==> src/rtl/ws2812_frame_ctrl.sv <==
// Frame scheduler for a WS2812 chain: holds the pixel buffer and streams one frame per request
// to the bit serializer, then holds the line-latch gap before reporting completion.
module ws2812_frame_ctrl #(
  parameter int unsigned LED_NUM        = 8,
  parameter int unsigned ADDR_W         = 3,
  parameter int unsigned CLK_FRE        = 27_000_000,
  parameter int unsigned RESET_CYCLES   = CLK_FRE / 1_000_000 * 80,
  parameter int unsigned REFRESH_CYCLES = CLK_FRE / 100
) (
  input  logic              clk,
  input  logic              rst,
  input  logic              wr_en,
  input  logic [ADDR_W-1:0] wr_addr,
  input  logic [23:0]       wr_data,
  input  logic              frame_start,
  input  logic              auto_en,
  output logic              busy,
  output logic              frame_done,
  output logic              pix_valid,
  output logic [23:0]       pix_data,
  input  logic              pix_ready,
  input  logic              ser_idle
);

  localparam int unsigned Depth  = 1 << ADDR_W;
  localparam int unsigned LatchW = $clog2(RESET_CYCLES + 1);
  localparam int unsigned TimerW = $clog2(REFRESH_CYCLES + 1);

  localparam logic [ADDR_W-1:0] LastIdx   = ADDR_W'(LED_NUM - 1);
  localparam logic [ADDR_W:0]   NumLeds   = (ADDR_W + 1)'(LED_NUM);
  localparam logic [LatchW-1:0] LatchLast = LatchW'(RESET_CYCLES - 1);
  localparam logic [TimerW-1:0] TimerLast = TimerW'(REFRESH_CYCLES - 1);

  typedef enum logic [2:0] {
    StIdle,
    StLoad,
    StSend,
    StDrain,
    StLatch
  } state_e;

  state_e              state_q, state_d;
  logic [ADDR_W-1:0]   idx_q, idx_d;
  logic                pend_q, pend_d;
  logic [LatchW-1:0]   latch_cnt_q, latch_cnt_d;
  logic [TimerW-1:0]   timer_q, timer_d;
  logic                frame_done_q, frame_done_d;
  logic [23:0]         pix_data_q;
  logic                tick;
  logic                req;

  // Buffer is deliberately not reset; entries past LED_NUM are never written or read.
  logic [23:0] mem [Depth];

  always_ff @(posedge clk) begin
    if (wr_en && ({1'b0, wr_addr} < NumLeds)) begin
      mem[wr_addr] <= wr_data;
    end
  end

  always_ff @(posedge clk) begin
    if (rst) begin
      pix_data_q <= 24'd0;
    end else if (state_q == StLoad) begin
      pix_data_q <= mem[idx_q];
    end
  end

  always_comb begin
    tick    = auto_en && (timer_q == TimerLast);
    timer_d = (!auto_en || tick) ? '0 : timer_q + TimerW'(1);
    req     = frame_start || tick;
  end

  always_comb begin
    state_d      = state_q;
    idx_d        = idx_q;
    pend_d       = pend_q;
    latch_cnt_d  = latch_cnt_q;
    frame_done_d = 1'b0;
    unique case (state_q)
      StIdle: begin
        if (req) begin
          state_d = StLoad;
          idx_d   = '0;
        end
      end
      StLoad: begin
        pend_d  = pend_q || req;
        state_d = StSend;
      end
      StSend: begin
        pend_d = pend_q || req;
        if (pix_ready) begin
          if (idx_q == LastIdx) begin
            state_d = StDrain;
          end else begin
            idx_d   = idx_q + ADDR_W'(1);
            state_d = StLoad;
          end
        end
      end
      StDrain: begin
        pend_d = pend_q || req;
        if (ser_idle) begin
          latch_cnt_d = '0;
          state_d     = StLatch;
        end
      end
      StLatch: begin
        if (latch_cnt_q == LatchLast) begin
          frame_done_d = 1'b1;
          // A request landing on the last gap cycle still chains the next frame.
          if (pend_q || req) begin
            pend_d  = 1'b0;
            idx_d   = '0;
            state_d = StLoad;
          end else begin
            state_d = StIdle;
          end
        end else begin
          latch_cnt_d = latch_cnt_q + LatchW'(1);
          pend_d      = pend_q || req;
        end
      end
      default: state_d = StIdle;
    endcase
  end

  always_ff @(posedge clk) begin
    if (rst) begin
      state_q      <= StIdle;
      idx_q        <= '0;
      pend_q       <= 1'b0;
      latch_cnt_q  <= '0;
      timer_q      <= '0;
      frame_done_q <= 1'b0;
    end else begin
      state_q      <= state_d;
      idx_q        <= idx_d;
      pend_q       <= pend_d;
      latch_cnt_q  <= latch_cnt_d;
      timer_q      <= timer_d;
      frame_done_q <= frame_done_d;
    end
  end

  assign busy       = (state_q != StIdle);
  assign pix_valid  = (state_q == StSend);
  assign pix_data   = pix_data_q;
  assign frame_done = frame_done_q;

endmodule

==> config.mk <==
export PLATFORM = sky130hd
export DESIGN_NAME = ws2812_frame_ctrl
export DESIGN_NICKNAME = d
export VERILOG_FILES = /design/src/rtl/ws2812_frame_ctrl.sv
export SDC_FILE = /design/constraint.sdc
export NUM_CORES = 1
export LEC_CHECK = 0
export CORE_MARGIN = 5
export CORE_UTILIZATION = 40
export DETAILED_ROUTE_END_ITERATION = 16
export SLEW_MARGIN = 30
export SYNTH_ARGS = -nofsm -noshare
export SYNTH_HDL_FRONTEND = slang
export SYNTH_SLANG_ARGS = --single-unit
==> constraint.sdc <==
create_clock -name clk -period 7.49 [get_ports clk]
set_input_delay 2.247 -clock clk [delete_from_list [all_inputs] [get_ports clk]]
set_output_delay 2.247 -clock clk [all_outputs]
set_load 0.1 [all_outputs]
==> metrics.md, run 1 <==
| Metric | Value |
|---|---|
| EDFF count, synth | `192` |
| Worst setup SP type | `flip-flop` |
| Yosys warnings | `0` |
| Via Count | `5,338` |
| Critical path class | `flip-flop to output pin` |
| Final core utilization | `48.2%` |
| Pin count of the biggest net entering global routing | `49` |
| Yosys reg bits | `255` |
| DP Wirelength | `11,500 µm` |
| Period utilization | `66.7%` |
| Die width | `168 µm` |
| Final setup violation count | `0` |
| Commonest non-fill, non-tap cell in the layout | `edfxtp_1` |
| Worst path max stage delay | `1.19 ns` |
| CTS max path bufs | `3` |
| Drt pass-1 iters | `4` |
| DR WL/cell | `19.6 µm` |
| CP max-delay cell | `clkdlybuf4s50_1` |
| Htree depth | `1` |
| CTS tree | `done` |
| CP arrival | `2.75 ns` |
| Flop2flop setup slack | `5.51 ns` |
| RSZ-0062 raised after global routing | `no` |
| Cell Pwr Density | `263 nW/µm²` |
| Final Max Tran Viols | `0` |
| Worst relative slew slack | `33.6%` |
| Hold buffers post-CTS | `0` |
| Max Cap Viol | `0` |
| Fraction of layout cells with a size suffix above 1 | `17.5%` |
| Final Cell Area | `11,800 µm²` |
| Gr usage total | `14.2%` |
| Synth top area cells | `edfxtp_1, dfxtp_1, mux4_2` |
| Crit path max fanout | `13` |
| Worst-Skew Late Latency | `0.54 ns` |
| Placed cells | `959` |
| I/O Buffers | `60` |
| First-pass GRT wire length | `31,700 µm` |
| Largest delay share family, worst path | `buffers and inverters` |
| Synth Flop Type | `edfxtp_1` |
| Final WL | `19,800 µm` |
| CTS-repair resized insts | `0` |
| Outcome | `completed` |
| Top-area cell type share of the netlist area | `58.0%` |
| Worst VDD drop | `0.203 mV` |
| Seq/Total Area, Yosys | `70.7%` |
| Vias in the first global route | `5,767` |
| # DRC | `0` |
| DIE HEIGHT | `168 µm` |
| DRT iter0 DRCs | `368` |
| Diodes inserted | `0` |
| Num CTS Buffers | `27` |
| Post-route ant nets | `0` |
| Initial antenna violation count | `0` |
| Fmax achieved | `200 MHz` |
| Leading area contributor after synthesis | `edfxtp_1` |
| Critical Path End Type | `output pin` |
| Root buf cell | `clkbuf_16` |
| Clk_skew | `0.0228 ns` |
| Cells after synthesis | `591` |
| Dpl ws | `3.04 ns` |
| Hold slack | `0.482 ns` |
| Avg Inst Size Synth | `16.8 µm²` |
| Ys async rst share | `0%` |
| Worst Setup Slack, final | `2.49 ns` |
| Worst-path clk slew | `0.06 ns` |
| Min Tclk post-route | `5.00 ns` |
| Synth cell types | `50` |
| Setup TNS Final | `0 ns` |
| Post-Layout Cell Count | `1,009` |
| # fillers | `2,126` |
| Die area | `28,100 µm²` |
| Starting Density | `40.8%` |
| Total Nets Final | `702` |
| Worst min path class | `flip-flop to flip-flop` |
| Critical path required time | `5.24 ns` |
| Gr ovfl total | `0` |
| Vias per cell | `5.29` |
| Pwr Total | `3.09 mW` |
| Slew @ Worst Pin | `0.992 ns` |
| Critical path buffers and inverters | `1` |
| Core area | `24,400 µm²` |
| Post-synth net total | `629` |
| Area delta synth->final | `18.4%` |
| Pleak | `3.62 nW` |
| Synthesized area | `9940 µm²` |
| Most frequent cells in the layout | `edfxtp_1, nor2_1, dfxtp_1` |
| Row Count | `57` |
| IO Count | `61` |
| Dpl cell area | `10,900 µm²` |
| Critical path, cell by cell | `or2_2, nor2_2, clkdlybuf4s50_1` |
| Clk sinks | `255` |
| Final hold viol count | `0` |
| Setup bufs post-CTS | `0` |
| Placer Congestion | `0.739` |
==> state kept, by name, indices dropped and copies added, names as in the netlist <==
| signal | count |
|---|---|
| mem | 192 |
| pix_data | 24 |
| timer_q | 19 |
| latch_cnt_q | 12 |
| idx_q | 3 |
| state_q | 3 |
| frame_done | 1 |
| pend_q | 1 |
==> worst reg2reg max path, delay by kind of cell, from the launching register on <==
kind / cells / cell delay, ns
flops: 1 / 0.39
simple gates: 5 / 1.22
fa+ha+maj: 1 / 0.22
==> synthesized netlist by cell type (6+ instances only) <==
library cell,count
xnor2_1,16
nand2_1,16
and4_1,7
dfxtp_1,63
mux4_2,48
xor2_1,11
clkbuf_1,6
inv_1,8
a211oi_1,24
edfxtp_1,192
nand4_1,8
buf_2,10
nand3_1,9
mux2i_1,25
nor2_1,71
buf_1,6
==> layer usage <==
metal / share of wire [%] / wire length (µm) / track usage (%)
met1: 41 / 8110 / 18.3
met2: 51 / 10000 / 24.6
met3: 6.0 / 1180 / 2.76
met4: 2.5 / 493 / 3.92
met5: 0 / 0 / 0
==> layout make-up <==
cell class / instances / area (µm²) / share of cell area [%]
timing repair buffer: 72 / 711 / 6.04
tap: 324 / 405 / 3.45
clock inverter: 13 / 106 / 0.904
inverter: 8 / 30.0 / 0.255
clock buffer: 37 / 713 / 6.06
multi-input combinational: 300 / 2770 / 23.5
sequential: 255 / 7030 / 59.8
==> cell families after synthesis <==
family | synth area share, %
flip-flops | 70.7
XOR/XNOR | 2.38
adder cells (fa/ha/maj) | 0.504
multiplexers | 13.4
AO/OA/AOI/OAI | 3.50
AND/OR/NAND/NOR | 7.78
buffers and inverters | 1.75
==> where the power goes <==
group,internal (mW),switching (mW)
sequential,1.57,0.0232
combinational,0.0826,0.187
clock,0.705,0.522
==> path summary, 6_finish.rpt <==
| path | startpoint | to | cells past startpoint |
|---|---|---|---|
| max | state_q[0] | pix_valid | 3 |
| min reg2reg | timer_q[0] | timer_q[0] | 1 |
| min | timer_q[0] | timer_q[0] | 1 |
| max reg2reg | timer_q[0] | timer_q[16] | 6 |
(Power assumes the default switching activity.)
==> run 2, diff against run 1 <==
clock period = 4.8 ns   (was 7.49 ns; I/O delays follow)
==> run 2 against run 1 <==
Against the previous run: largest power group unchanged; critical endpoint is now busy; core utilization rose by 0.27 points; register-to-register slack lost 2.7 ns; sequential cell count stayed put; cell count is the same; global-route usage down 0.18 points; clock skew down 0.0058 ns; critical path type unchanged.
==> metrics.md, run 2 (synthesized netlist as in run 1, its figures left out) <==
| Metric | Value |
|---|---|
| Final hold viol count | `0 (unchanged)` |
| IO Count | `61 (unchanged)` |
| Pin count of the biggest net entering global routing | `49 (unchanged)` |
| Starting Density | `40.8% (unchanged)` |
| Final Max Tran Viols | `0 (unchanged)` |
| Final WL | `19,900 µm (+0.38%)` |
| Root buf cell | `clkbuf_16` |
| Routed metal-1 wire length | `8830 µm (+8.9%)` |
| Die width | `168 µm (unchanged)` |
| Most frequent cells in the layout | `edfxtp_1, nor2_1, dfxtp_1` |
| Num CTS Buffers | `27 (unchanged)` |
| R2r endpoint | `pix_data[23]` |
| Worst path max stage delay | `1.12 ns (-0.07 ns)` |
| Hold path cells | `1 (unchanged)` |
| Via Count | `5,256 (-1.5%)` |
| Critical path class | `flip-flop to output pin` |
| Worst R2R Start | `idx_q[0]` |
| DRT iter0 DRCs | `399 (+8.4%)` |
| Worst relative slew slack | `33.9% (+0.29 points)` |
| Outcome | `completed` |
| RSZ-0062 raised after global routing | `no` |
| Largest register by flop count | `mem` |
| Clk pwr share | `41.5% (+1.8 points)` |
| Switching pwr | `1.14 mW (+56%)` |
| Total Nets Final | `702 (unchanged)` |
| Met2 wire len | `9940 µm (-0.62%)` |
| # DRC | `0 (unchanged)` |
| Hold EP | `timer_q[0]` |
| Largest delay share family, worst path | `buffers and inverters` |
| Clk_skew | `0.0170 ns (-0.00580 ns)` |
| Final core utilization | `48.5% (+0.27 points)` |
| Min Tclk post-route | `4.04 ns` |
| Fraction of layout cells with a size suffix above 1 | `17.7% (+0.17 points)` |
| P_int | `3.83 mW (+62%)` |
| Reg power frac | `50.0% (-1.6 points)` |
| CTS max path bufs | `3 (unchanged)` |
| Max reg flops | `192 (unchanged)` |
| I/O Buffers | `60 (unchanged)` |
| Worst-path clk slew | `0.06 ns (about the same)` |
| Vias per cell | `5.21 (-1.5%)` |
| Final setup violation count | `0 (unchanged)` |
| Met3 routed WL | `798 µm (-32%)` |
| DIE HEIGHT | `168 µm (unchanged)` |
| Period utilization | `84.1%` |
| Comb pwr share | `8.5% (-0.2 points)` |
| Pwr Total | `4.97 mW (+61%)` |
| Switch share | `23.0% (-0.69 points)` |
| Placer Congestion | `0.731 (-1.2%)` |
| CP arrival | `2.60 ns (-0.15 ns)` |
| Drt pass-1 iters | `5 (+1)` |
| Post-route ant nets | `0 (unchanged)` |
| CP max-delay cell | `clkdlybuf4s50_1` |
| CTS-repair resized insts | `0 (unchanged)` |
| Critical path required time | `3.36 ns (-1.88 ns)` |
| Htree depth | `1 (unchanged)` |
| Row Count | `57 (unchanged)` |
| Critical Path End Type | `output pin` |
| Dpl ws | `1.33 ns (-1.72 ns)` |
| Worst-Skew Late Latency | `0.54 ns (about the same)` |
| Crit path max fanout | `13 (unchanged)` |
| Clk sinks | `255 (unchanged)` |
| # fillers | `2,081 (-2.1%)` |
| DR WL/cell | `19.7 µm (+0.38%)` |
| Commonest non-fill, non-tap cell in the layout | `edfxtp_1` |
| Fmax achieved | `248 MHz` |
| First-pass GRT wire length | `31,300 µm (-1.1%)` |
| Max Cap Viol | `0 (unchanged)` |
| Flop2flop setup slack | `2.85 ns (-2.66 ns)` |
| Hold buffers post-CTS | `0 (unchanged)` |
| DP Wirelength | `11,500 µm (-0.31%)` |
| Setup TNS Final | `0 ns (unchanged)` |
| Initial antenna violation count | `0 (unchanged)` |
| Worst VDD drop | `0.277 mV (+36%)` |
| Cell Pwr Density | `420 nW/µm² (+60%)` |
| Slew @ Worst Pin | `0.988 ns (-0.00432 ns)` |
| Gr ovfl total | `0 (unchanged)` |
| CTS tree | `done` |
| Vias in the first global route | `5,527 (-4.2%)` |
| Core area | `24,400 µm² (unchanged)` |
| Setup bufs post-CTS | `0 (unchanged)` |
| Reg2reg path depth | `4 (-2)` |
| Hold path startpoint | `timer_q[0]` |
| Worst setup SP type | `flip-flop` |
| Critical path, cell by cell | `or2_2, nor2_1, inv_1, clkdlybuf4s50_1` |
| Worst min path class | `flip-flop to flip-flop` |
| Hold slack | `0.481 ns (-0.00116 ns)` |
| Area delta synth->final | `19.0%` |
| DR top layer | `met4` |
| Worst Setup Slack, final | `0.762 ns (-1.73 ns)` |
| Pleak | `3.65 nW (+0.95%)` |
| Critical path buffers and inverters | `2 (+1)` |
| Gr usage total | `14.0% (-0.18 points)` |
| Die area | `28,100 µm² (unchanged)` |
==> run 2: cell types whose count changed in the layout (fill, tap and decap cells not counted), sizes merged <==
cell           delta
buf               +1
clkinvlp          -1
clkbuf            -4
diode             +1
clkdlybuf4s50     -1
clkinv            +1
bufinv            +3
==> run 2: cell type report <==
type	instances	area, µm²	share of cell area (%)
Sequential cell	255	7030	59.4
Multi-Input combinational cell	300	2770	23.4
Timing Repair Buffer	72	708	5.99
Clock buffer	33	698	5.90
Tap cell	324	405	3.43
Clock inverter	16	185	1.57
Inverter	8	30.0	0.254
Antenna cell	1	2.50	0.0212
==> run 2: worst max path at each step <==
stage	startpoint	end	slack [ns]	cells after the start
finish	state_q[0]	busy	0.76	4
global route	state_q[0]	busy	0.64	4
CTS	state_q[0]	busy	0.76	4
detailed placement	state_q[0]	busy	1.33	4
global placement	state_q[0]	busy	1.38	4
floorplan	wr_addr[2]	mem[0][0]	1.08	2
==> run 2: through the flow <==
stage / instances / area (µm²)
after global placement: 958 / 10900
after global routing: 1008 / 11800
after floorplan: 591 / 9940
final: 1009 / 11800
after detailed placement: 959 / 10900
after CTS: 1008 / 11800
==> run 2: layer usage <==
metal / vias up / track usage (%)
li1: 2454 / -
met1: 2673 / 18.8
met2: 106 / 24.1
met3: 23 / 2.83
met4: 0 / 2.58
met5: - / 0
==> run 2: worst register-to-register path, stage by stage, from the launching register on <==
cell	delay [ns]
dfxtp_4	0.64
buf_16	0.31
mux4_2	0.57
mux2i_1	0.20
a211oi_1	0.10
==> run 2: power groups by stage <==
| stage | clock, mW | combinational [mW] | sequential (mW) |
|---|---|---|---|
| 6_report | 2.06 | 0.420 | 2.49 |
| 5_1_grt | 2.23 | 0.445 | 2.49 |
| 4_1_cts | 2.12 | 0.426 | 2.49 |
| 3_5_place_dp | 0 | 0.424 | 2.53 |
| 3_3_place_gp | 0 | 0.410 | 2.53 |
| 2_1_floorplan | 0 | 0.148 | 2.67 |
==> run 3, diff against run 2 <==
clock period = 4.21 ns   (was 4.8 ns; I/O delays follow)
==> run 3 against run 2 <==
Against the previous run: sequential power up 14%; count of clock-buffer cells in the layout is 1 higher; global-route usage fell by 0.34 points; sequential share of layout area grew 0.32 points; clock power up 6%; cell count about the same; non-clock buffer count grew 1; combinational power grew 15%; total power up 10%; die area unchanged; core utilization shrank 0.25 points; wire length down 3.1%; critical endpoint is now pix_data[4].
==> metrics.md, run 3 (synthesized netlist as in run 1, its figures left out) <==
| Metric | Value |
|---|---|
| Die area | `28,100 µm² (unchanged)` |
| Dpl cell area | `10,900 µm² (about the same)` |
| Final WL | `19,200 µm (-3.1%)` |
| I/O Buffers | `60 (unchanged)` |
| Die width | `168 µm (unchanged)` |
| Crit path max fanout | `2 (-11)` |
| Final Max Tran Viols | `0 (unchanged)` |
| # DRC | `0 (unchanged)` |
| Reg2reg path depth | `4 (unchanged)` |
| Row Count | `57 (unchanged)` |
| Worst setup SP type | `flip-flop` |
| Pin count of the biggest net entering global routing | `49 (unchanged)` |
| Commonest non-fill, non-tap cell in the layout | `edfxtp_1` |
| Total Nets Final | `702 (unchanged)` |
| Largest delay share family, worst path | `buffers and inverters` |
| Initial antenna violation count | `0 (unchanged)` |
| Largest register by flop count | `mem` |
| DIE HEIGHT | `168 µm (unchanged)` |
| Most frequent cells in the layout | `edfxtp_1, nor2_1, dfxtp_1` |
| Num CTS Buffers | `26 (-3.7%)` |
| Vias in the first global route | `5,578 (+0.92%)` |
| CTS-repair resized insts | `0 (unchanged)` |
| Worst-path clk slew | `0.06 ns (about the same)` |
| Cell Pwr Density | `466 nW/µm² (+11%)` |
| Clk pwr share | `39.7% (-1.8 points)` |
| Starting Density | `40.8% (unchanged)` |
| Core area | `24,400 µm² (unchanged)` |
| Final Cell Area | `11,800 µm² (-0.52%)` |
| Final setup violation count | `0 (unchanged)` |
| DR WL/cell | `19.1 µm (-3.0%)` |
| DRT iter0 DRCs | `271 (-32%)` |
| Post-route ant nets | `0 (unchanged)` |
| Setup TNS Final | `0 ns (unchanged)` |
| Drt pass-1 iters | `4 (-1)` |
| Diodes inserted | `0 (-1)` |
| Setup bufs post-CTS | `0 (unchanged)` |
| Clk_skew | `0.00487 ns (-0.0121 ns)` |
| Period utilization | `78.7%` |
| Critical path required time | `2.95 ns (-0.41 ns)` |
| Fmax achieved | `302 MHz` |
| Critical Path End Type | `output pin` |
| Critical path buffers and inverters | `1 (-1)` |
| Critical path, cell by cell | `clkdlybuf4s50_1` |
| Switching pwr | `1.26 mW (+10%)` |
| Pleak | `3.62 nW (-0.87%)` |
| Fraction of layout cells with a size suffix above 1 | `17.7% (unchanged)` |
| CP arrival | `2.05 ns (-0.55 ns)` |
| Gr usage total | `13.7% (-0.34 points)` |
| Comb pwr share | `8.8% (+0.3 points)` |
| Via Count | `5,275 (+0.36%)` |
| Placer Congestion | `0.731 (about the same)` |
| Critical Path Stages | `1 (-3)` |
| Worst-Skew Late Latency | `0.51 ns (-0.03 ns)` |
| First-pass GRT wire length | `30,700 µm (-2.0%)` |
| Final core utilization | `48.3% (-0.25 points)` |
| Max Cap Viol | `0 (unchanged)` |
| Worst VDD drop | `0.351 mV (+27%)` |
| CTS tree | `done` |
| Vias per cell | `5.23 (+0.46%)` |
| RSZ-0062 raised after global routing | `no` |
| Clk sinks | `255 (unchanged)` |
| P_int | `4.23 mW (+11%)` |
| IO Count | `61 (unchanged)` |
| Switch share | `22.9% (-0.058 points)` |
| Hold path cells | `1 (unchanged)` |
| Outcome | `completed` |
| Slew @ Worst Pin | `0.988 ns (-0.000227 ns)` |
| Hold buffers post-CTS | `0 (unchanged)` |
| Gr ovfl total | `0 (unchanged)` |
| CTS max path bufs | `3 (unchanged)` |
| Min Tclk post-route | `3.31 ns` |
| Worst relative slew slack | `33.9% (about the same)` |
| Root buf cell | `clkbuf_16` |
| Area delta synth->final | `18.4%` |
| Max reg flops | `192 (unchanged)` |
| Worst min path class | `flip-flop to flip-flop` |
| Worst path max stage delay | `1.15 ns (+0.03 ns)` |
| Reg power frac | `51.6% (+1.6 points)` |
| CP max-delay cell | `clkdlybuf4s50_1` |
| Htree depth | `1 (unchanged)` |
| Critical path class | `flip-flop to output pin` |
| DP Wirelength | `12,200 µm (+6.2%)` |
| Final hold viol count | `0 (unchanged)` |
run 3: changes by cell type in the layout (fill, tap and decap cells not counted):
| cell | before | now |
|---|---|---|
| buf_4 | 12 | 14 |
| bufinv_16 | 4 | 2 |
| clkinvlp_4 | 0 | 2 |
| dfxtp_2 | 2 | 0 |
| clkbuf_1 | 6 | 7 |
| clkdlybuf4s50_1 | 59 | 58 |
| clkinv_1 | 8 | 7 |
| dfxtp_1 | 60 | 61 |
| dfxtp_4 | 1 | 2 |
| diode_2 | 1 | 0 |
| inv_16 | 1 | 0 |
run 3: final cells by class:
class	instances	area, µm²
multi-input combinational	300	2770
timing repair buffer	73	713
clock buffer	34	702
clock inverter	14	116
inverter	8	30.0
sequential	255	7030
tap	324	405
fill	2098	12600
run 3: final timing paths:
check / slack [ns] / to / startpoint
max: 0.90 / pix_data[4] / pix_data[4]
min reg2reg: 0.50 / timer_q[0] / timer_q[0]
max reg2reg: 2.15 / pix_data[1] / idx_q[0]
min: 0.50 / timer_q[0] / timer_q[0]
run 3: metrics by stage:
step                hold WS [ns]  instances  worst slack, ns  power (mW)
global route               0.512       1008            0.845        5.72
CTS                        0.501       1008            0.866        5.57
finish                     0.496       1008            0.898        5.49
floorplan                  0.437        591            0.662        3.21
global placement           0.449        959             1.16        3.36
detailed placement         0.468        960             1.08        3.37
run 3: power groups by stage:
stage                     clock [mW]  sequential [mW]  combinational (mW)
after CTS                       2.25             2.83               0.487
after detailed placement           0             2.89               0.485
after global placement             0             2.89               0.471
after floorplan                    0             3.04               0.169
after global routing            2.37             2.84               0.508
final                           2.18             2.83               0.481
run 3: layer usage:
metal,vias to the layer above,share of wire [%],global-route usage [%]
li1,2452,-,-
met1,2677,46,19.3
met2,120,48,22.2
met3,26,5.0,2.62
met4,0,1.6,3.18
met5,-,0,0
